===== config.mk =====
export PLATFORM = sky130hd
export DESIGN_NAME = refresh_cmd_arbiter
export DESIGN_NICKNAME = d
export VERILOG_FILES = /design/src/rtl/refresh_cmd_arbiter.sv
export SDC_FILE = /design/constraint.sdc
export NUM_CORES = 1
export LEC_CHECK = 0
export ABC_AREA = 1
export CORE_ASPECT_RATIO = 0.8
export CORE_MARGIN = 1.5
export CORE_UTILIZATION = 40
export CTS_CLUSTER_SIZE = 28
export DETAILED_ROUTE_END_ITERATION = 6
export GPL_TIMING_DRIVEN = 1
export MAX_ROUTING_LAYER = met4
export PLACE_DENSITY = 0.84
export SYNTH_ARGS = -nofsm -noshare
export SYNTH_HDL_FRONTEND = slang
export SYNTH_SLANG_ARGS = --single-unit

===== constraint.sdc =====
create_clock -name sys_clk -period 5.4 [get_ports sys_clk]
set_input_delay 0.81 -clock sys_clk [delete_from_list [all_inputs] [get_ports sys_clk]]
set_output_delay 0.81 -clock sys_clk [all_outputs]
set_load 0.01 [all_outputs]

===== src/rtl/refresh_cmd_arbiter.sv =====
// refresh_cmd_arbiter: shares the DRAM command slot between the refresher and NBANKS bank machines
// Ports: sys_clk/sys_rst (async active-high); ref_* refresher request, grant and payload;
// bank_* per-bank requests, one-hot accept and idle status; bank_block stops new activates;
// out_* registered command to the PHY; ref_count counts completed refreshes.
module refresh_cmd_arbiter #(
    parameter int NBANKS = 8,
    parameter int ABITS  = 17,
    parameter int BABITS = 3
) (
    input  logic                    sys_clk,
    input  logic                    sys_rst,
    input  logic                    ref_valid,
    output logic                    ref_ready,
    input  logic                    ref_last,
    input  logic [ABITS-1:0]        ref_a,
    input  logic [BABITS-1:0]       ref_ba,
    input  logic                    ref_cas,
    input  logic                    ref_ras,
    input  logic                    ref_we,
    input  logic [NBANKS-1:0]       bank_valid,
    output logic [NBANKS-1:0]       bank_ready,
    input  logic [NBANKS*ABITS-1:0] bank_a,
    input  logic [NBANKS-1:0]       bank_cas,
    input  logic [NBANKS-1:0]       bank_ras,
    input  logic [NBANKS-1:0]       bank_we,
    input  logic [NBANKS-1:0]       bank_idle,
    output logic                    bank_block,
    output logic                    out_valid,
    output logic [ABITS-1:0]        out_a,
    output logic [BABITS-1:0]       out_ba,
    output logic                    out_cas,
    output logic                    out_ras,
    output logic                    out_we,
    output logic [15:0]             ref_count
);
    localparam int PW = (NBANKS > 1) ? $clog2(NBANKS) : 1;
    typedef enum logic [1:0] {IDLE, DRAIN, REFRESH} state_t;
    state_t        state_q;
    logic [PW-1:0] rr_ptr_q, rr_ptr_d, gnt_idx, idx;
    logic          first_q, grant;
    // Scan downward so the lowest offset from rr_ptr wins; the PW-bit add wraps modulo NBANKS.
    always_comb begin
        gnt_idx = '0;
        idx     = '0;
        for (int k = NBANKS - 1; k >= 0; k--) begin
            idx = rr_ptr_q + PW'(k);
            if (bank_valid[idx]) gnt_idx = idx;
        end
        grant      = (state_q != REFRESH) && (|bank_valid);
        rr_ptr_d   = gnt_idx + PW'(1);
        bank_ready = grant ? (NBANKS'(1) << gnt_idx) : '0;
    end
    assign bank_block = (state_q != IDLE);
    assign ref_ready  = (state_q == REFRESH) && first_q;
    always_ff @(posedge sys_clk or posedge sys_rst) begin
        if (sys_rst) begin
            state_q   <= IDLE;
            rr_ptr_q  <= '0;
            first_q   <= 1'b0;
            out_valid <= 1'b0;
            out_a     <= '0;
            out_ba    <= '0;
            out_cas   <= 1'b0;
            out_ras   <= 1'b0;
            out_we    <= 1'b0;
            ref_count <= '0;
        end else begin
            case (state_q)
                IDLE:    if (ref_valid) state_q <= DRAIN;
                DRAIN:   if ((&bank_idle) && (bank_valid == '0)) begin
                             state_q <= REFRESH;
                             first_q <= 1'b1;
                         end
                default: begin
                             first_q <= 1'b0;
                             if (ref_last) begin
                                 state_q   <= IDLE;
                                 ref_count <= ref_count + 16'd1;
                             end
                         end
            endcase
            if (grant) begin
                rr_ptr_q  <= rr_ptr_d;
                out_valid <= 1'b1;
                out_a     <= bank_a[gnt_idx*ABITS +: ABITS];
                out_ba    <= BABITS'(gnt_idx);
                out_cas   <= bank_cas[gnt_idx];
                out_ras   <= bank_ras[gnt_idx];
                out_we    <= bank_we[gnt_idx];
            end else if (state_q == REFRESH) begin
                // Payload is forwarded even for NOP cycles; only the strobe depends on the command bits.
                out_valid <= ref_cas | ref_ras | ref_we;
                out_a     <= ref_a;
                out_ba    <= ref_ba;
                out_cas   <= ref_cas;
                out_ras   <= ref_ras;
                out_we    <= ref_we;
            end else begin
                out_valid <= 1'b0;
                out_cas   <= 1'b0;
                out_ras   <= 1'b0;
                out_we    <= 1'b0;
            end
        end
    end
endmodule


; ---- Yosys cells after proc, flatten, opt, wreduce, memory -nomap -nowiden
; Cells that the tools add are included.
; Widths: inputs -> output; s select.
[classes]
n_addsub = 9
multipliers = 1
div = 0
magnitude_cmp = 9
eq_ne = 5
shifts = 2
muxes = 49
n_bitwise = 4
n_reduce_logical = 14
[ops]
columns = cell, count
row1 = $shiftx 136x9->17, 1
row2 = $lt 3x4->1 const B, 9
row3 = $mux 17, 2
row4 = $bmux 1 s3, 11
row5 = $mux 3, 10
row6 = $mux 1, 20
row7 = $add 16x1->16 const B, 1
row8 = $add 3x3->3 const B, 4
row9 = $logic_not 8->1, 1
row10 = $mul 3x5->8 const B, 1
row11 = $mux 8, 1
row12 = $reduce_and 8->1, 1
row13 = $reduce_or 8->1, 1
row14 = $shl 1x3->8 const A, 1
row15 = $add 3x1->3 const B, 2
row16 = $add 3x2->3 const B, 2
row17 = $mux 2, 3
row18 = $ne 2x2->1 const B, 3
row19 = $pmux 2 s2, 1
row20 = $reduce_and 2->1, 2
row21 = $reduce_bool 2->1, 2
row22 = $logic_and 1x1->1, 3
row23 = $reduce_and 3->1, 1
row24 = $reduce_bool 3->1, 1
row25 = other kinds (7), 9
[totals]
regBits = 46
latchBits = 0
ramBits = 0
romBits = 0
inputBits = 203
output_inout_bits = 50
elab_cells = 103
mem_count = 0

; ---- Longest topological paths before layout
; Gate-level depths: netlist of the first run.
[logic_depth]
ltp_word = 14
depth_mapped = 24
depth_no_buf = 22

; ---- Worst setup path after synthesis of the first run
; Ideal clock, no wire load.
[synth_timing]
path_type = reg-to-output
startpoint = reg rr_ptr_q[1]
endpoint = out bank_ready[0]
arrival_ns = 2.586
t_required_ns = 4.590
setup_slack_ns = 2.004
stages_incl_launch_ff = 18
path_buffers = 1
path_cell_list = dfrtp_1 -> inv_2 -> ha_1 -> inv_2 -> nand3_1 -> nand3_1 -> nand2_1 -> a21oi_1 -> nand2_1 -> nand2_1 -> nand2_1 -> nand2_1 -> nand2_1 -> a21oi_4 -> buf_2 -> ha_1 -> inv_1 -> nor3_1
[synth_between]
elab_chain_len = 13
word_cells_on_any_way = 33
cone_classes = 7 x add/sub / 1 x shift / 25 x mux
[synth_lines]
columns = item, line_no
row1 = start: declaration, 39  ; logic [PW-1:0] rr_ptr_q, rr_ptr_d, gnt_idx, idx;
row2 = start signal: assignment, 83  ; rr_ptr_q <= rr_ptr_d;
row3 = $add 3x3->3, 46  ; idx = rr_ptr_q + PW'(k);
row4 = $bmux 1 s3, 47  ; if (bank_valid[idx]) gnt_idx = idx;
row5 = $mux 1 (not written as such), 47
row6 = $mux 3 (7 in a row), 47
row7 = $mux 3 (*), 47
row8 = $shl 1x3->8 (*), 51  ; bank_ready = grant ? (NBANKS'(1) << gnt_idx) : '0;
row9 = $mux 8 (*), 51
row10 = end: declaration, 21  ; output logic [NBANKS-1:0] bank_ready,
; Every way passes the cells marked *; elsewhere a longest branch is shown, timed or not. The select of a mux whose other input is x is not followed.

; ---- Final worst setup path of the first run
[layout_timing]
startpoint = reg rr_ptr_q[0]
endpoint = out bank_ready[0]
; Same word-level chain as after synthesis.

==> results of run 1 <==
==> cell usage after synthesis, types with 6 or more instances <==
cell | number | area share [%]
a21oi_1 | 13 | 1.5
buf_2 | 29 | 3.3
clkbuf_1 | 8 | 0.69
dfrtp_1 | 46 | 26
ha_1 | 9 | 2.6
inv_1 | 67 | 5.8
inv_2 | 8 | 0.69
nand2_1 | 196 | 17
nand3_1 | 239 | 27
nor2_1 | 19 | 1.6
nor3_1 | 7 | 0.80
o21ai_0 | 6 | 0.69
o22ai_1 | 14 | 2.0
xnor2_1 | 8 | 1.6
xor2_1 | 9 | 1.8
==> worst reg2reg max path, stage by stage (launching register included) <==
cell	delay, ps
dfrtp_1	610
inv_2	180
ha_1	440
inv_2	170
nand3_1	140
nand3_1	130
nand2_1	120
inv_2	70
nand2_1	40
nand2_1	50
nand2_1	40
nand2_1	50
nand2_1	50
nand2_1	70
nand2_2	70
nand2_4	210
buf_4	590
nand2_1	190
nand3_1	110
nand3_1	140
nand3_1	130
nand2_1	60
inv_1	70
==> logic make-up (layout without fill, tap and decap cells) <==
family | after synthesis | in the layout | share of synthesized area, %
and+or+nand+nor | 478 | 478 | 49.5
buffers and inverters | 119 | 345 | 11.8
DFF | 46 | 46 | 26.4
AOI/OAI and AO/OA | 42 | 42 | 6.08
xor gates and xnor gates | 17 | 17 | 3.41
adders and majority gates | 9 | 9 | 2.58
muxes | 1 | 1 | 0.258
==> metal layers <==
layer	up-vias	track usage, %	part of all wire [%]
li1	2809	-	-
met1	2615	36.3	40
met2	312	53.0	48
met3	46	5.16	8.1
met4	0	12.6	4.2
met5	-	-	0
==> worst max-delay path by stage <==
stage | start | endpoint | slack (ps)
after floorplan | rr_ptr_q[1] | bank_ready[0] | 2000
after global placement | bank_valid[3] | bank_ready[6] | 1050
after detailed placement | bank_valid[3] | bank_ready[3] | 1020
after CTS | rr_ptr_q[0] | bank_ready[0] | 800
after global routing | rr_ptr_q[0] | bank_ready[3] | 490
final | rr_ptr_q[0] | bank_ready[0] | 730
==> metrics by stage <==
step,instances,hold WS [ps]
after global placement,1070,459
after CTS,1078,474
final,1078,473
after detailed placement,1070,463
after floorplan,712,452
after global routing,1078,519
==> final cells by class <==
class                      count  area, µm²  share of cell area [%]
inverter                      77        289                    4.09
sequential                    46       1150                    16.3
clock buffer                   5        125                    1.77
multi-input combinational    547       2700                    38.2
tap                          140        175                    2.48
timing repair buffer         260       2580                    36.6
clock inverter                 3       43.8                   0.620
==> sequential cells by signal, summed over array words and instances (netlist names) <==
signal,cells
rr_ptr_q,3
out_a,17
out_ba,3
ref_count,16
out_ras,1
out_cas,1
state_q,2
out_we,1
out_valid,1
first_q,1
==> results_dict.tcl, run 1 <==
set metrics [dict create \
    status "completed" \
    skew_ps 3.77 \
    totalWireLength_um 17700 \
    ys_ff_latch 46 \
    pre_cts_slack_ps 1020 \
    dpl.hpwl_um 13600 \
    rows 33 \
    ys_warn_count 0 \
    max_slew_margin_pct 35.8 \
    worst_slew_pin_slew_ps 962 \
    fmax_mhz 214 \
    cts_sinks 46 \
    io_pins 253 \
    post-route-util_pct 67.6 \
    finalSetupViolCount 0 \
    fillers 936 \
    cts_root_buf "clkbuf_16" \
    rr_worst_depth 22 \
    first_pass_iters 5 \
    drive_gt1_share_pct 4.26 \
    synth_area_um2 4360 \
    wl_per_cell_um 16.4 \
    antenna_found_initial 0 \
    die_h_um 96.4 \
    critPathKind "reg -> out" \
    core_area_um2 10400 \
    die_w_um 120 \
    layout_common_cells "clkdlybuf4s50_1, nand3_1, nand2_1" \
    fin_setup_tns_ps 0 \
    synth_cells 712 \
    holdPathEnd "ref_count[15]" \
    fin_nets 1149 \
    die_area_um2 11500 \
    area_growth_pct 62.0 \
    cp_max_fo 19 \
    ys_seq_area_share_pct 26.4 \
    routed_via_density 5.36 \
    clk_latency_ps 290 \
    grt_pass1_vias 5382 \
    final_common_cell "clkdlybuf4s50_1" \
    grt_start_max_net_pins 72 \
    drt-initial-drc-count 458 \
    async_reset_ff_share_pct 100 \
    maxSlewViolCount 0 \
    vias 5782 \
    cts_setup_buffers 0 \
    timing.rr.end "out_a[15]" \
    cts_tree "done" \
    cp_data_arrival_time_ps 3860 \
    final_cell_area_um2 7070 \
    grt.overflow.total 0 \
    rsz0062_at_grt "false" \
    place_area_um2 6900 \
    cts.repair.resized 0 \
    hp-start "ref_count[15]" \
    crit_chain "inv_2 > ha_1 > inv_2 > nand3_1 > nand3_1 > nand2_1 > inv_2 > nand2_1 > nand2_1 > nand2_1 > nand2_1 > nand2_1 > nand2_1 > nand2_2 > nand2_4 > inv_2 > ha_1 > inv_1 > nor3_1 > clkdlybuf4s50_1" \
    crit_family "simple AND/OR/NAND/NOR gates" \
    synth_edf_count 0 \
    timing.rr.start "rr_ptr_q[0]" \
    grt_usage_pct 30.7 \
    fin_crit_ps 4670 \
    cts_max_level 2 \
    critPathMostFrequentCell "nand2_1" \
    grt_pass1_wl_um 27000 \
    worst_ep_required_time_ps 4590 \
    finalHoldViolCount 0 \
    cts_buffer_depth 2 \
    synth_cell_types 32 \
    start_util_pct 41.7 \
    drc 0 \
    gp_congestion 0.932 \
    path_clk_slew_ps 70 \
    holdPathStages 1 \
    slowest_delay_ps 610 \
    fin_crit_sh_pct 86.4 \
    synth.avg_cell_area_um2 6.12 \
    io_buffers 252 \
    crit_cells 20 \
    final_antenna_net_count 0 \
    antenna_cells 0 \
    crit_path_end_kind "output pin" \
    setup_ws_ps 732 \
    cts-buffers-inserted 5 \
    synth_ff_type "dfrtp_1" \
    crit_buf_inv 6 \
    holdBufCountCts 0 \
    drv_cap 0 \
    syn-num-nets 924 \
    r2r_slack_ps 1610 \
    start_kind "register" \
    slowest_stage "dfrtp_1" \
    hold_class "reg -> reg" \
]
Power of run 1 is left out: the tool's default activity adds up to more than one toggle a clock period on the data nets, which glitch-free logic cannot reach.
==> run 2, diff against run 1 <==
CORE_MARGIN = not set   (was 1.5)
PLACE_DENSITY = 0.91   (was 0.84)
==> results_dict.tcl, run 2 (synthesis results as in run 1) <==
set metrics [dict create \
    status "completed" \
    maxSlewViolCount 0 \
    setup_ws_ps 817 \
    cp_data_arrival_time_ps 3770 \
    fin_crit_ps 4580 \
    dpl.hpwl_um 13400 \
    drc 0 \
    top_regs "out_a: 17 flops, ref_count: 16 flops" \
    grt.overflow.total 0 \
    post-route-util_pct 67.7 \
    cts_setup_buffers 0 \
    fin_crit_sh_pct 84.9 \
    final_common_cell "clkdlybuf4s50_1" \
    fin_nets 1149 \
    finalHoldViolCount 0 \
    area_growth_pct 61.6 \
    die_area_um2 11300 \
    fin_setup_tns_ps 0 \
    layout_common_cells "clkdlybuf4s50_1, nand3_1, nand2_1" \
    antenna_cells 0 \
    worst_ep_required_time_ps 4590 \
    cts_sinks 46 \
    io_pins 253 \
    critPathKind "reg -> out" \
    worst_slew_pin_slew_ps 952 \
    antenna_found_initial 0 \
    rows 33 \
    io_buffers 252 \
    crit_path_end_kind "output pin" \
    fillers 897 \
    cts_max_level 2 \
    rsz0062_at_grt "false" \
    grt_pass1_wl_um 27000 \
    grt_usage_pct 31.3 \
    start_kind "register" \
    cts-buffers-inserted 5 \
    max_slew_margin_pct 36.5 \
    vias 5784 \
    skew_ps 6.06 \
    hold_class "reg -> reg" \
    start_util_pct 41.9 \
    wl_per_cell_um 16.4 \
    dp_cells 1070 \
    grt_pass1_vias 5441 \
    cp_max_fo 18 \
    largest_reg_flops 17 \
    totalWireLength_um 17700 \
    cts.repair.resized 0 \
    finalSetupViolCount 0 \
    die_h_um 95.4 \
    holdBufCountCts 0 \
    clk_latency_ps 290 \
    path_clk_slew_ps 70 \
    die_w_um 119 \
    drv_cap 0 \
    pre_cts_slack_ps 1070 \
    regMostFlops "out_a" \
    first_pass_iters 5 \
    fin_cells 1078 \
    drive_gt1_share_pct 4.26 \
    cts_tree "done" \
    fmax_mhz 218 \
    cts_buffer_depth 2 \
    grt_start_max_net_pins 73 \
    drt-initial-drc-count 388 \
    core_area_um2 10400 \
    cts_root_buf "clkbuf_16" \
    routed_via_density 5.37 \
    final_antenna_net_count 0 \
    gp_congestion 0.946 \
]
==> run 2: cell types whose count changed in the layout (fill, tap and decap cells not counted) <==
cell | before | now
bufinv_16 | 1 | 0
clkinv_4 | 0 | 1
clkinvlp_4 | 0 | 1
clkinv_2 | 1 | 0
==> run 2: critical path: stages, from the launching register on <==
cell	delay [ps]
dfrtp_1	610
inv_2	180
ha_1	460
inv_2	130
nand3_1	130
nand3_1	110
nand2_1	160
inv_2	50
nand2_1	50
nand2_1	50
nand2_1	60
nand2_1	50
nand2_1	50
nand2_1	50
nand2_2	80
nand2_4	150
inv_2	140
ha_1	160
inv_1	50
nor3_1	210
clkdlybuf4s50_1	570
==> run 2: layout make-up <==
class / count / area [µm²] / share of cell area (%)
Clock inverter: 3 / 25.0 / 0.355
Sequential cell: 46 / 1150 / 16.3
Inverter: 77 / 289 / 4.10
Timing Repair Buffer: 260 / 2580 / 36.6
Multi-Input combinational cell: 547 / 2700 / 38.3
Tap cell: 140 / 175 / 2.49
Clock buffer: 5 / 125 / 1.78
==> run 2: path summary, 6_finish.rpt <==
check / from / endpoint / slack, ps / cells after the start
setup / recovery: rr_ptr_q[0] / bank_ready[2] / 820 / 20
hold / removal: ref_count[15] / ref_count[15] / 480 / 1
setup reg to reg: rr_ptr_q[0] / out_a[3] / 1680 / 22
hold reg to reg: ref_count[15] / ref_count[15] / 480 / 1
max in group asynchronous: sys_rst / rr_ptr_q[0] / 3750 / 2
min in group asynchronous: sys_rst / out_a[2] / 1050 / 2
==> run 2: routing by layer <==
metal  share of wire, %  vias up  global-route usage, %  routed length (µm)
met5                  0        -                      -                   0
met4                3.4        0                   11.0                 609
met3                7.4       44                   5.14                1310
met2                 49      297                   55.6                8700
met1                 40     2631                   36.3                7080
li1                   -     2812                      -                   -
==> run 2: stage by stage <==
step	cell area [µm²]	hold slack [ps]
after floorplan	4360	452
after global placement	6900	464
after detailed placement	6900	463
after CTS	7050	475
after global routing	7050	515
final	7050	477
Power of run 2 is left out for the same reason.
